$ cat config.mk
export PLATFORM = sky130hd
export DESIGN_NAME = fifo_ctrl_memoria
export DESIGN_NICKNAME = d
export VERILOG_FILES = /design/src/rtl/fifo_ctrl_memoria_pkg.sv /design/src/rtl/fifo_ctrl_memoria.sv
export SDC_FILE = /design/constraint.sdc
export NUM_CORES = 1
export LEC_CHECK = 0
export ABC_AREA = 1
export CORE_MARGIN = 3
export CORE_UTILIZATION = 46
export CTS_CLUSTER_DIAMETER = 40
export DETAILED_ROUTE_END_ITERATION = 10
export PLACE_DENSITY = 0.87
export SLEW_MARGIN = 10
export SYNTH_ARGS = -nofsm -noshare
export SYNTH_HDL_FRONTEND = slang
export SYNTH_SLANG_ARGS = --single-unit
$ cat constraint.sdc
create_clock -name clk -period 7.08 [get_ports clk]
set_input_delay 1.416 -clock clk [delete_from_list [all_inputs] [get_ports clk]]
set_output_delay 1.416 -clock clk [all_outputs]
set_load 0.05 [all_outputs]
$ cat src/rtl/fifo_ctrl_memoria_pkg.sv
// Shared sizing and default thresholds for the memoria FIFO controller and its top level.
package fifo_ctrl_memoria_pkg;

    localparam int unsigned DATA_WIDTH      = 10;
    localparam int unsigned ADDRESS_WIDTH   = 8;
    localparam int unsigned DEPTH           = 1 << ADDRESS_WIDTH;
    localparam int unsigned CNT_WIDTH       = ADDRESS_WIDTH + 1;
    localparam int unsigned UMBRAL_ALTO_DEF = DEPTH - 2;
    localparam int unsigned UMBRAL_BAJO_DEF = 1;

endpackage

$ cat src/rtl/fifo_ctrl_memoria.sv
// Push/pop front end for the memoria storage block: strobes, occupancy, flags,
// sticky error and a one-cycle-latency valid qualifier on returned read data.
module fifo_ctrl_memoria
    import fifo_ctrl_memoria_pkg::*;
#(
    parameter int unsigned data_width    = DATA_WIDTH,
    parameter int unsigned address_width = ADDRESS_WIDTH
) (
    input  logic                     clk,
    input  logic                     reset,
    input  logic                     push,
    input  logic                     pop,
    input  logic [data_width-1:0]    data_in,
    input  logic [address_width:0]   umbral_alto,
    input  logic [address_width:0]   umbral_bajo,
    input  logic [data_width-1:0]    memo_data_out,
    output logic                     wrmem_enable,
    output logic                     rdmem_enable,
    output logic [data_width-1:0]    memo_data_in,
    output logic [data_width-1:0]    data_out,
    output logic                     data_valid,
    output logic [address_width:0]   count,
    output logic                     fifo_full,
    output logic                     fifo_empty,
    output logic                     almost_full,
    output logic                     almost_empty,
    output logic                     error
);

    localparam int unsigned CW    = address_width + 1;
    localparam int unsigned DEPTH_L = 1 << address_width;

    logic overflow;
    logic underflow;

    // Flags decode the registered count directly.
    assign fifo_full    = (count == CW'(DEPTH_L));
    assign fifo_empty   = (count == '0);
    assign almost_full  = (count >= umbral_alto);
    assign almost_empty = (count <= umbral_bajo);

    // A pop at full frees the slot the simultaneous push reuses.
    assign wrmem_enable = push & (~fifo_full | pop);
    assign rdmem_enable = pop & ~fifo_empty;
    assign memo_data_in = data_in;

    assign overflow  = push & fifo_full & ~pop;
    assign underflow = pop & fifo_empty;

    always_ff @(posedge clk or posedge reset) begin
        if (reset) begin
            count      <= '0;
            data_valid <= 1'b0;
            data_out   <= '0;
            error      <= 1'b0;
        end else begin
            case ({wrmem_enable, rdmem_enable})
                2'b10:   count <= count + CW'(1);
                2'b01:   count <= count - CW'(1);
                default: count <= count;
            endcase
            data_valid <= rdmem_enable;
            // memoria presents the head word combinationally in the read cycle.
            if (rdmem_enable) begin
                data_out <= memo_data_out;
            end
            if (overflow | underflow) begin
                error <= 1'b1;
            end
        end
    end

endmodule
Word level (Yosys, flattened, before mapping)
Index checks and enable logic that the tools add are counted.

word-level totals
  register bits after elaboration = 21
  input port bits = 42
  output and inout bits = 37

cells by class
  $add $sub $neg = 2
  magnitude comparators = 2
  eq/ne operators = 3
  mux-type cells = 1
  bitwise logic cells = 10
  reductions and logical operators = 2

operator list
  cell                   count
  $pmux W9 S2            1
  $add A9 B1 Y9 const B  1
  $eq A9 B9 Y1 const B   1
  $ge A9 B9 Y1           1
  $le A9 B9 Y1           1
  $logic_not A9 Y1       1
  $sub A9 B1 Y9 const B  1
  $and A1 B1 Y1          5
  $not A1 Y1             3
  $eq A2 B1 Y1 const B   1
  $eq A2 B2 Y1 const B   1
  $or A1 B1 Y1           2
  $reduce_bool A2 Y1     1

Longest topological paths before layout
Gate-level depths: netlist of run 1.

  depth in word-level cells = 6
  mapped depth = 16
  mapped depth without buffers = 15

Worst setup path after synthesis of run 1
No wires, ideal clock.

  path type = input port to output port
  from = input port umbral_alto[6]
  to = output port almost_full
  arrival = 2.473 ns
  setup slack = 3.191 ns
  stages on the path = 5
  buffers on the path = 0
  path through = inv_1 ha_1 a21oi_1 o21a_1 nand4_1

between the ends
  longest elaborated chain between the ends = 1

ends and longest elaborated chain
  what                RTL line                 source
  start: declaration  fifo_ctrl_memoria.sv:14  input logic [address_width:0] umbral_alto,
  $ge A9 B9 Y1        fifo_ctrl_memoria.sv:39  assign almost_full = (count >= umbral_alto);
  end: declaration    fifo_ctrl_memoria.sv:25  output logic almost_full,

Every way passes these cells.

Final worst setup path of run 1
  from = input port umbral_alto[8]
  to = output port almost_full

Same word-level chain as after synthesis.

==> results of run 1 <==
==> layout by cell type (no fill, tap or decap), types with 3 or more instances in the layout <==
cell type,count
dfrtp_1,21
a21oi_1,12
nand3_1,15
clkdlybuf4s50_1,58
ha_1,26
o21ai_0,3
nor2_1,12
nand3b_1,6
inv_1,36
clkbuf_8,3
nand2_1,86
==> cell families after synthesis <==
group	share of synthesized area, %
buffers and inverters	13.7
XOR/XNOR	0.976
flip-flops	29.3
AO/OA/AOI/OAI	5.72
AND/OR/NAND/NOR	31.1
adder cells (fa/ha/maj)	19.2
==> stage by stage <==
stage | setup WS (ps) | instances | utilization (%) | hold WS (ps)
detailed placement | 2220 | 342 | 62.8 | 459
finish | 2190 | 346 | 64.0 | 469
global route | 2050 | 346 | 64.0 | 488
CTS | 2210 | 346 | 64.0 | 477
global placement | 2260 | 342 | 62.8 | 454
floorplan | 3190 | 249 | - | 755
==> final timing paths <==
path                          endpoint  cells past startpoint
min in group asynchronous  data_out[3]                      2
setup / recovery           almost_full                      8
max in group asynchronous     count[5]                      2
setup reg to reg              count[7]                     13
hold reg to reg                  error                      1
hold / removal                   error                      1
==> cells in the mapped netlist (3+ instances only) <==
cell / instances
nor2_1: 12
nand3b_1: 6
inv_1: 36
ha_1: 26
nand2_1: 86
nand3_1: 15
buf_4: 10
dfrtp_1: 21
a21oi_1: 12
o21ai_0: 3
==> sequential cells by signal (all words and copies together), names as in the netlist <==
name / count
data_out: 10
data_valid: 1
error: 1
count: 9
==> area by class of cell <==
class | instances | area (µm²) | share of cell area (%)
clock inverters | 1 | 5.00 | 0.210
flip-flops and latches | 21 | 526 | 22.1
multi-input cells | 177 | 1020 | 43.0
clock buffers | 3 | 41.3 | 1.74
repair buffers | 58 | 581 | 24.4
inverters | 38 | 143 | 6.00
well taps | 48 | 60.1 | 2.52
==> per-layer routing <==
layer	wire (µm)	vias to the layer above	track usage (%)
met1	1810	742	23.8
met5	0	-	0
met4	68	0	5.21
li1	-	878	-
met3	288	6	3.28
met2	2070	46	31.0
==> power by group through the flow <==
stage / logic (mW) / registers [mW] / clock network [mW]
2_1_floorplan: 0.315 / 0.329 / 0
3_3_place_gp: 0.576 / 0.223 / 0
3_5_place_dp: 0.592 / 0.225 / 0
4_1_cts: 0.595 / 0.222 / 0.0776
5_1_grt: 0.651 / 0.229 / 0.0838
6_report: 0.594 / 0.221 / 0.0753
==> results by group, run 1 <==
Clocking
  – H-tree levels: 1
  – PostCTS Resize Cnt: 0
  – Reg clk slew, reported paths: 70 ps
  – Total CTS buffers: 3
  – CTS sink cnt: 21
  – Clock Latency Late Sink: 250 ps
  – Clock root cell: clkbuf_8
  – TritonCTS clock tree: yes
  – Max clock buf depth: 2
  – Post-CTS Hold Fix Bufs: 0
  – Setup repair bufs after CTS: 0

Min path
  – Class of the tightest hold or removal check: flop to flop
  – Worst Hold Launch: error

Synth
  – Cell variety after synth: 24
  – EDFF count, synth: 0
  – Cells after Synth: 249
  – Yosys reg bits: 21
  – Synthesis Warnings: 0
  – Main area contributors after synthesis: dfrtp_1, ha_1, nand2_1
  – Mapped Nets: 318
  – Cell area after synthesis: 0.00179 mm²
  – Register area share after synthesis: 29.3%
  – Yosys top cell area share: 29.3%
  – FFs w/ async S/R, synth: 100%
  – Top FF cell, synth: dfrtp_1
  – Avg Inst Size Synth: 7.21 µm²
  – Post-synth top area cell: dfrtp_1

Critical path
  – Worst Path Max Fanout: 3
  – Reg-to-Reg Start: count[7]
  – Slowest CP cell: clkdlybuf4s50_1
  – Crit-path cells: clkdlybuf4s50_1 -> inv_1 -> ha_1 -> nand2_1 -> nor2_1 -> nand3b_1 -> nand4_1 -> clkdlybuf4s50_1
  – Critical path's top delay family: buffers and inverters
  – Worst setup path start: umbral_alto[8]
  – Critical Path AT: 3470 ps
  – Buf+Inv Stages, Crit Path: 3
  – Worst setup SP type: input port
  – CP dominant cell by count: clkdlybuf4s50_1
  – Critical path's largest stage delay: 800 ps
  – Setup slack, reg-to-reg: 4220 ps
  – Worst path required time: 5660 ps
  – Nature of the critical path endpoint: output pin
  – CP Class: input port to output pin

STA
  – Final Hold Fails: 0
  – Final worst-path cycle share: 69.0%
  – RSZ-0062 raised after global routing: no
  – Relative slew slack: 48.1%
  – Setup Skew: 2.69 ps
  – Max Slew Vio Count: 0
  – Setup tns final: 0 ps
  – Highest Clock Rate: 205 MHz
  – Tmin final: 4890 ps
  – Final setup viols: 0
  – Worst-margin pin slew: 778 ps

Route
  – Routed wire length: 4.23 mm
  – Drt pass-1 iters: 4
  – Iter 0 DRT Violations: 46
  – Residual DRC: 0
  – Final ANT Viol Nets: 0
  – Per-cell routed wire length: 12.2 µm
  – Vias: 1672
  – Via density: 4.83

Cells and area
  – Design area: 0.00238 mm²
  – N_diodes: 0
  – Final nets: 368
  – Share of cells above drive strength 1: 4.36%
  – Filler cells: 334
  – Synthesis-to-finish area growth: 32.6%

Power and ir drop
  – Pwr per Cell Area: 374 mW/mm²
  – Sw Share: 53.2%
  – Cell internal pwr: 0.417 mW
  – Tot Pwr: 0.890 mW
  – Seq pwr share: 24.8%
  – Comb pwr share: 66.7%
  – P_leak: 1.26 nW
  – Clock power share: 8.5%
  – Worst IR Drop VDD: 0.000272 V
  – NetSw: 0.473 mW

Global routing
  – Vias in the first global route: 1493
  – Total gr overflow: 0
  – Pin count of the biggest net entering global routing: 22
  – Antenna violations before repair: 0
  – Global-route wire length before repair: 6.59 mm
  – Tot GR Track Use: 18.4%

Floorplanning
  – DIE HEIGHT: 68.5 µm
  – Core box area: 0.00372 mm²
  – IO Count: 79
  – Starting Density: 48.3%
  – Row cnt: 22
  – Die Width: 68.5 µm
  – Die ar.: 0.00469 mm²

Place
  – Port Buffers: 58
  – Routability-driven placement congestion ratio: 0.825
  – Cell Area, Placed: 0.00233 mm²
  – Hpwl dp: 3.40 mm

Status
  – Outcome: complete, no violations

Flow run
  – Max-cap viol count: 0
Power figures use the tool's default switching activity.
==> run 2: changes to the inputs <==
--- a/config.mk
+++ b/config.mk
@@ -7,10 +7,10 @@
 export LEC_CHECK = 0
 export ABC_AREA = 1
 export CORE_MARGIN = 3
-export CORE_UTILIZATION = 46
+export CORE_UTILIZATION = 42
 export CTS_CLUSTER_DIAMETER = 40
 export DETAILED_ROUTE_END_ITERATION = 10
-export PLACE_DENSITY = 0.87
+export PLACE_DENSITY = 0.8
 export SLEW_MARGIN = 10
 export SYNTH_ARGS = -nofsm -noshare
 export SYNTH_HDL_FRONTEND = slang
==> constraint.sdc (replaced) <==
create_clock -name clk -period 4.5 [get_ports clk]
set_input_delay 0.9 -clock clk [delete_from_list [all_inputs] [get_ports clk]]
set_output_delay 0.9 -clock clk [all_outputs]
set_load 0.05 [all_outputs]
==> run 2 against run 1 <==
  * Total power is 58% higher
  * Global-route usage is 1.4 points lower
  * Critical path depth stayed put
  * Via count is 1.2% lower
  * Clock skew is 3.1 ps higher
  * Register-to-register slack worse by 2500 ps
  * Critical path type unchanged
  * Largest cell class unchanged
  * Highest routed layer unchanged
==> results by group, run 2 (synthesis gave the netlist of run 1 again) <==
Status
  – Outcome: complete, no violations (unchanged)

STA
  – Worst-margin pin slew: 794 ps (was 778 ps)
  – Relative slew slack: 47.0% (was 48.1%)
  – Max Slew Vio Count: 0 (unchanged)
  – Final Hold Fails: 0 (unchanged)
  – Setup Skew: 5.74 ps (was 2.69 ps)
  – Final setup viols: 0 (unchanged)
  – Highest Clock Rate: 260 MHz
  – Final worst-path cycle share: 85.6%
  – RSZ-0062 raised after global routing: no (unchanged)
  – Setup tns final: 0 ps (unchanged)
  – Tmin final: 3850 ps

Floorplanning
  – Die ar.: 0.00509 mm² (was 0.00469 mm²)
  – Row cnt: 23 (was 22)
  – DIE HEIGHT: 71.4 µm (was 68.5 µm)
  – Core box area: 0.00406 mm² (was 0.00372 mm²)
  – Starting Density: 44.2% (was 48.3%)
  – Die Width: 71.4 µm (was 68.5 µm)
  – IO Count: 79 (unchanged)

Min path
  – Class of the tightest hold or removal check: flop to flop (unchanged)

Critical path
  – Nature of the critical path endpoint: output pin (unchanged)
  – Reg-to-Reg Start: count[4] (was count[7])
  – CP Class: input port to output pin (unchanged)
  – Worst setup path start: umbral_alto[2] (was umbral_alto[8])
  – Critical Path AT: 2950 ps (was 3470 ps)
  – Worst setup SP type: input port (unchanged)
  – Worst Path Max Fanout: 3 (unchanged)
  – Reg2Reg Depth: 13 (unchanged)
  – RR Endpoint: count[8] (was count[7])
  – Setup slack, reg-to-reg: 1740 ps (was 4220 ps)
  – Worst Setup EP: almost_full (unchanged)
  – Worst path required time: 3600 ps (was 5660 ps)

Clocking
  – Clock root cell: clkbuf_8 (unchanged)
  – Clock Latency Late Sink: 270 ps (was 250 ps)
  – Max clock buf depth: 2 (unchanged)
  – PostCTS Resize Cnt: 0 (unchanged)
  – CTS sink cnt: 21 (unchanged)
  – Total CTS buffers: 3 (unchanged)
  – Setup repair bufs after CTS: 0 (unchanged)
  – H-tree levels: 1 (unchanged)
  – Reg clk slew, reported paths: 80 ps (was 70 ps)
  – TritonCTS clock tree: yes (unchanged)
  – Post-CTS Hold Fix Bufs: 0 (unchanged)

Cells and area
  – Filler cells: 373 (was 334)
  – Share of cells above drive strength 1: 4.36% (unchanged)
  – N_diodes: 0 (unchanged)
  – Most frequent cells in the layout: nand2_1, clkdlybuf4s50_1, inv_1, ha_1, dfrtp_1 (unchanged)
  – Reg with most FFs: data_out (unchanged)
  – Most common cell after layout, fill and taps aside: nand2_1 (unchanged)
  – Synthesis-to-finish area growth: 32.7% (was 32.6%)
  – Final nets: 368 (unchanged)
  – Max reg flops: 10 (unchanged)
  – Final core occ: 58.7% (was 64.0%)
  – Largest regs: data_out x10, count x9 (unchanged)

Global routing
  – Tot GR Track Use: 16.9% (was 18.4%)
  – Pin count of the biggest net entering global routing: 22 (unchanged)
  – Global-route wire length before repair: 7.06 mm (was 6.59 mm)
  – Total gr overflow: 0 (unchanged)
  – Antenna violations before repair: 0 (unchanged)
  – Vias in the first global route: 1564 (was 1493)

Route
  – Routed wire length: 4.25 mm (was 4.23 mm)
  – Per-cell routed wire length: 12.2 µm (about the same)
  – Final ANT Viol Nets: 0 (unchanged)
  – Via density: 4.75 (was 4.83)
  – Vias: 1652 (was 1672)
  – Residual DRC: 0 (unchanged)
  – Drt pass-1 iters: 4 (unchanged)
  – Iter 0 DRT Violations: 34 (was 46)

Place
  – Hpwl dp: 3.37 mm (was 3.40 mm)
  – Routability-driven placement congestion ratio: 0.851 (was 0.825)
  – Port Buffers: 58 (unchanged)

Flow run
  – Max-cap viol count: 0 (unchanged)

Power and ir drop
  – Worst IR Drop VDD: 0.000237 V (was 0.000272 V)
  – P_leak: 1.26 nW (unchanged)
  – Pwr per Cell Area: 590 mW/mm² (was 374 mW/mm²)
-- run 2: cell counts in the layout (fill, tap and decap cells not counted) --
No cell type changed its count.
-- run 2: layout make-up --
class | instances | area (µm²) | area share, %
clock buffer | 3 | 41.3 | 1.73
tap | 50 | 62.6 | 2.63
multi-input combinational | 177 | 1020 | 43.0
sequential | 21 | 526 | 22.1
timing repair buffer | 58 | 581 | 24.4
inverter | 38 | 143 | 5.99
clock inverter | 1 | 5.00 | 0.210
-- run 2: power breakdown --
group,leakage (nW),total (mW),internal (mW),switching (mW)
logic,0.978,0.939,0.348,0.590
clock network,0.0255,0.128,0.0618,0.0660
registers,0.255,0.337,0.246,0.0913
total,1.26,1.40,0.656,0.748
-- run 2: critical path, cell delays in order --
cell	delay, ps
clkdlybuf4s50_1	450
inv_1	50
ha_1	310
a21oi_1	80
o21ai_0	190
nand2_1	80
nand4_1	80
clkdlybuf4s50_1	800
-- run 2: routing by layer --
| layer | part of all wire, % | vias to the layer above | wire, µm | GRT usage (%) |
|---|---|---|---|---|
| met3 | 3.4 | 14 | 143 | 0.701 |
| met2 | 48 | 38 | 2030 | 29.0 |
| met5 | 0 | - | 0 | 0 |
| li1 | - | 877 | - | - |
| met4 | 3.1 | 0 | 133 | 8.56 |
| met1 | 46 | 723 | 1940 | 21.7 |
-- run 2: how the worst min path moves through the flow --
stage                           start     endpoint  slack [ps]  depth (start not counted)
after floorplan           data_out[0]  data_out[0]         750                          2
after global placement          error        error         460                          1
after detailed placement  data_out[9]  data_out[9]         460                          2
after CTS                 data_out[9]  data_out[9]         490                          2
after global routing      data_out[5]  data_out[5]         510                          2
final                     data_out[9]  data_out[9]         480                          2
-- run 2: metrics by stage --
stage               worst slack, ps  power (mW)  hold slack (ps)  cells  instance area, µm²
detailed placement              635        1.27              464    344                2330
global placement                664        1.25              457    344                2330
floorplan                      1340        1.01              755    249                1790
CTS                             628        1.41              486    348                2380
finish                          648        1.40              481    348                2380
global route                    523        1.52              508    348                2380
